===== config.mk =====
export PLATFORM = sky130hd
export DESIGN_NAME = irq_scheduler
export DESIGN_NICKNAME = d
export VERILOG_FILES = /design/src/rtl/irq_scheduler_pkg.sv /design/src/rtl/irq_prio_sel.sv /design/src/rtl/irq_scheduler.sv
export SDC_FILE = /design/constraint.sdc
export NUM_CORES = 1
export LEC_CHECK = 0
export BUFFER_PORTS_ARGS = -buffer_cell sky130_fd_sc_hd__clkbuf_2
export CELL_PAD_IN_SITES_DETAIL_PLACEMENT = 0
export CELL_PAD_IN_SITES_GLOBAL_PLACEMENT = 1
export CORE_MARGIN = 1
export CORE_UTILIZATION = 46
export CTS_BUF_LIST = sky130_fd_sc_hd__clkbuf_4
export CTS_CLUSTER_DIAMETER = 100
export DETAILED_ROUTE_END_ITERATION = 6
export GPL_ROUTABILITY_DRIVEN = 1
export GPL_TIMING_DRIVEN = 1
export PLACE_DENSITY_LB_ADDON = 0.1
export SYNTH_ARGS = -nofsm -noshare
export SYNTH_HDL_FRONTEND = slang
export SYNTH_HIERARCHICAL = 1
export SYNTH_SLANG_ARGS = --single-unit

===== constraint.sdc =====
create_clock -name clk -period 6.45 [get_ports clk]
set_clock_uncertainty 0.2 [all_clocks]
set_input_delay 0.9675 -clock clk [delete_from_list [all_inputs] [get_ports clk]]
set_output_delay 0.9675 -clock clk [all_outputs]
set_load 0.02 [all_outputs]

===== src/rtl/irq_scheduler_pkg.sv =====
// Shared types and default sizing for the interrupt scheduler.
package irq_scheduler_pkg;

  localparam int unsigned NR_SRC_DEF   = 8;
  localparam int unsigned SEL_BITS_DEF = 3;

  typedef enum logic [1:0] {
    IDLE    = 2'd0,
    REQ     = 2'd1,
    SERVICE = 2'd2
  } state_t;

endpackage


===== src/rtl/irq_prio_sel.sv =====
// Combinational highest-index-set encoder: id of the top set bit, valid if any bit set.
module irq_prio_sel
  import irq_scheduler_pkg::*;
#(
  parameter int unsigned N = NR_SRC_DEF,
  parameter int unsigned W = SEL_BITS_DEF
) (
  input  logic [N-1:0] req,
  output logic [W-1:0] id,
  output logic         valid
);

  always_comb begin
    id    = '0;
    valid = 1'b0;
    for (int unsigned i = 0; i < N; i++) begin
      if (req[i]) begin
        id    = W'(i);
        valid = 1'b1;
      end
    end
  end

endmodule


===== src/rtl/irq_scheduler.sv =====
// Nested, edge-triggered interrupt scheduler with highest-index priority.
// Optional mask register enabled by defining IRQ_SCHED_MASK_EN.
module irq_scheduler
  import irq_scheduler_pkg::*;
#(
  parameter int unsigned NR_SRC   = NR_SRC_DEF,
  parameter int unsigned SEL_BITS = SEL_BITS_DEF
) (
  input  logic                clk,
  input  logic                rst_n,
  input  logic [NR_SRC-1:0]   irq_src,
  input  logic                int_ack,
  input  logic                eret,
`ifdef IRQ_SCHED_MASK_EN
  input  logic                mask_we,
  input  logic [NR_SRC-1:0]   mask_wdata,
`endif
  output logic                int_req,
  output logic [SEL_BITS-1:0] int_id,
  output logic [NR_SRC-1:0]   pending,
  output logic [NR_SRC-1:0]   in_service
);

  state_t              state, state_n;
  logic [NR_SRC-1:0]   src_q, src_edge, mask, above, elig, isv_eff, top_isv, ack_mask;
  logic                armed, win_valid, isv_valid, load_id, take_ack;
  logic [SEL_BITS-1:0] id_q, win_id, isv_id;

`ifdef IRQ_SCHED_MASK_EN
  always_ff @(posedge clk or negedge rst_n) begin
    if (!rst_n)       mask <= '0;
    else if (mask_we) mask <= mask_wdata;
  end
`else
  assign mask = '0;
`endif

  // The first cycle after reset only primes the history, so lines already high are not edges.
  assign src_edge = armed ? (irq_src & ~src_q) : '0;

  irq_prio_sel #(.N(NR_SRC), .W(SEL_BITS)) u_isv_sel (
    .req   (in_service),
    .id    (isv_id),
    .valid (isv_valid)
  );

  // Eligibility sees in_service with this cycle's eret already applied.
  always_comb begin
    top_isv = '0;
    if (eret && isv_valid && state != IDLE) top_isv[isv_id] = 1'b1;
    isv_eff = in_service & ~top_isv;
  end

  always_comb begin
    logic seen;
    seen  = 1'b0;
    above = '0;
    for (int unsigned k = 0; k < NR_SRC; k++) begin
      seen                 = seen | isv_eff[NR_SRC-1-k];
      above[NR_SRC-1-k]    = ~seen;
    end
  end

  assign elig = pending & ~mask & above;

  irq_prio_sel #(.N(NR_SRC), .W(SEL_BITS)) u_win_sel (
    .req   (elig),
    .id    (win_id),
    .valid (win_valid)
  );

  always_comb begin
    state_n  = state;
    load_id  = 1'b0;
    take_ack = 1'b0;
    unique case (state)
      IDLE: begin
        if (win_valid) begin
          state_n = REQ;
          load_id = 1'b1;
        end
      end
      REQ: begin
        if (int_ack) begin
          state_n  = SERVICE;
          take_ack = 1'b1;
        end
      end
      SERVICE: begin
        if (win_valid) begin
          state_n = REQ;
          load_id = 1'b1;
        end else if (isv_eff == '0) begin
          state_n = IDLE;
        end
      end
      default: state_n = IDLE;
    endcase
  end

  always_comb begin
    ack_mask = '0;
    if (take_ack) ack_mask[id_q] = 1'b1;
  end

  always_ff @(posedge clk or negedge rst_n) begin
    if (!rst_n) begin
      state      <= IDLE;
      id_q       <= '0;
      src_q      <= '0;
      armed      <= 1'b0;
      pending    <= '0;
      in_service <= '0;
    end else begin
      state      <= state_n;
      src_q      <= irq_src;
      armed      <= 1'b1;
      pending    <= (pending & ~ack_mask) | src_edge;
      in_service <= isv_eff | ack_mask;
      if (load_id) id_q <= win_id;
    end
  end

  assign int_req = (state == REQ);
  assign int_id  = int_req ? id_q : '0;

endmodule


==> flow_metrics.tcl <==
set metrics [dict create \
    rsz0062_at_grt "no" \
    ant_nets 0 \
    maxCapViolations 0 \
    synthTopCellsByArea "dfrtp_1 50%, a32o_1 4.7%, nand2_1 4.3%, nor2_1 3.3%, mux2_2 3.0%" \
    cts_setup_buffers 0 \
    drv_slew 0 \
    power.density_mw_per_mm2 555 \
    synthDistinctLibCells 39 \
    clock_sinks 30 \
    final_cell_mix "31 x clkbuf_2, 30 x dfrtp_1, 17 x nand2_1, 13 x nor2_1, 10 x inv_1" \
    power_leakage_nw 0.819 \
    ir_drop_mv 0.206 \
    slew_headroom_pct 33.9 \
    crit_top_cell "nor2_1" \
    die_area_mm2 0.00349 \
    yosys.area.top_type "dfrtp_1" \
    post-route-min-period_ns 3.80 \
    start_util_pct 48.6 \
    core_mm2 0.00308 \
    critPathMaxStageDelay_ns 0.80 \
    postCtsHoldBufs 0 \
    cts_tree "done" \
    hold_violations 0 \
    fmax_mhz 263 \
    numCtsBuffers 5 \
    cp.arrival_ns 3.82 \
    drt_first_iter_violations 42 \
    hpwl_mm 2.59 \
    finalSetupTns_ns 0 \
    synth_top_area_share_pct 50.2 \
    post-route-period-util_pct 58.9 \
    fin_nets 195 \
    required_ns 6.47 \
    fp.dieH_um 59.0 \
    area_growth_pct 16.6 \
    synth-edff-count 0 \
    overflow 0 \
    h-tree-depth 2 \
    ios 32 \
    ys_seq_area_share_pct 50.2 \
    n_antenna_cell 0 \
    drt_pass1_iterations 4 \
    async_reset_ff_share_pct 100 \
    syn_area_mm2 0.00150 \
    clockBufferDepth 2 \
    clk_latency_ns 0.33 \
    layout-drive-gt1-share_pct 26.6 \
    ctsResizeCount 0 \
    die_x_um 59.0 \
    worst_slack_ns 2.65 \
    root_buffer "clkbuf_4" \
    grt_use_total_pct 23.6 \
    cts.clk_slew.worst_paths_ns 0.10 \
    grt_first_pass_wirelength_mm 5.83 \
    gp_congestion 0.940 \
    grt_pass1_vias 1216 \
    wl_per_cell_um 15.1 \
    worst-path-buf-inv 0 \
    critPathTopFamily "simple AND/OR/NAND/NOR gates" \
    place_area_mm2 0.00169 \
    vias 1284 \
    synth_area_per_cell_um2 10.2 \
    drc 0 \
    synth_flop_cell "dfrtp_1" \
    drt-total-wl_mm 3.45 \
    start_kind "flop" \
    ys_warn_count 6 \
    antenna_found_initial 0 \
    port_buffers 31 \
    cpMaxStageDelayCell "o31ai_1" \
    grt_max_degree 31 \
    path_cells "nor2_1 > o31ai_1 > mux2_4 > or4b_4 > a311oi_4 > and3_1 > nor2_1 > nand4_1 > and2b_1 > mux2_2" \
    status "complete, no violations" \
    reg2reg_slack_ns 2.65 \
    synth.net_count 159 \
    worstSetupPathType "reg -> reg" \
    finalSetupViolCount 0 \
    layout_commonest_cell "clkbuf_2" \
    design_area_mm2 0.00175 \
    synth.ff_latch_count 30 \
    critPathMaxFanout 8 \
    power_mw 0.968 \
    hp-class "reg -> reg" \
    viasPerCell 5.63 \
    tightest_slew_ns 0.984 \
    post-place-ws_ns 2.69 \
    cp-end-kind "flop" \
    syn_inst 147 \
    fp-row-count 20 \
]
-- synthesized netlist by cell type, types with 2 or more instances --
cell type	n
and3_1	4
inv_1	10
nor2_1	13
a21oi_1	4
a21o_1	2
or2_2	2
nor2b_1	4
nand2b_1	3
clkinv_1	2
and2_1	6
nand2_1	17
o31a_1	4
a32o_1	7
o21ai_0	4
nand4_1	2
nand3_1	3
o31ai_1	6
dfrtp_1	30
mux2_2	4
-- metrics by stage --
step	std cells	util (%)	hold WS, ns
after floorplan	147	-	0.193
after global placement	220	55.0	0.198
after detailed placement	220	55.0	0.210
after CTS	228	56.7	0.219
after global routing	228	56.7	0.242
final	228	56.7	0.212
-- area by class of cell --
cell class / count / area (um^2)
well taps: 44 / 55.1
clock buffers: 6 / 45.0
fillers: 307 / 1330
clock inverters: 2 / 8.76
flip-flops and latches: 30 / 751
repair buffers: 31 / 155
multi-input cells: 103 / 686
inverters: 12 / 45.0
-- per-layer routing --
metal	global-route usage, %	vias up	wire length (um)
met3	6.55	6	172
met2	35.7	47	1610
met4	9.18	0	56
li1	-	600	-
met5	0	-	0
met1	32.4	631	1610
-- logic make-up (layout without fill, tap and decap cells) --
| logic type | Yosys count | in the layout | share of synthesized area [%] |
|---|---|---|---|
| and+or+nand+nor | 62 | 62 | 21.7 |
| AOI/OAI and AO/OA | 35 | 35 | 19.8 |
| DFF | 30 | 30 | 50.2 |
| buffers and inverters | 14 | 51 | 4.01 |
| muxes | 5 | 5 | 4.01 |
| other | 1 | 1 | 0.251 |
-- flip-flops by register name, indices dropped and copies added, names as in the netlist --
| register | flops |
|---|---|
| armed | 1 |
| src_q | 8 |
| in_service | 8 |
| id_q | 3 |
| state | 2 |
| pending | 8 |
-- final timing paths --
check,startpoint,to,cells after the start
max,in_service[2],id_q[2],10
min,src_q[6],pending[6],1
max reg2reg,in_service[2],id_q[2],10
min reg2reg,src_q[6],pending[6],1
max in group asynchronous,rst_n,pending[2],1
min in group asynchronous,rst_n,state[1],1
-- where the power goes --
part	internal (mW)	switching [mW]	total [mW]	leakage, nW
Combinational	0.216	0.307	0.523	0.447
Sequential	0.251	0.0852	0.336	0.339
Clock	0.0451	0.0635	0.109	0.0331
Total	0.512	0.456	0.968	0.819
-- worst reg2reg max path: stages (launching register included) --
cell	delay (ns)
dfrtp_1	0.46
nor2_1	0.09
o31ai_1	0.80
mux2_4	0.35
or4b_4	0.54
a311oi_4	0.29
and3_1	0.23
nor2_1	0.06
nand4_1	0.10
and2b_1	0.22
mux2_2	0.35
(Power assumes the default switching activity.)
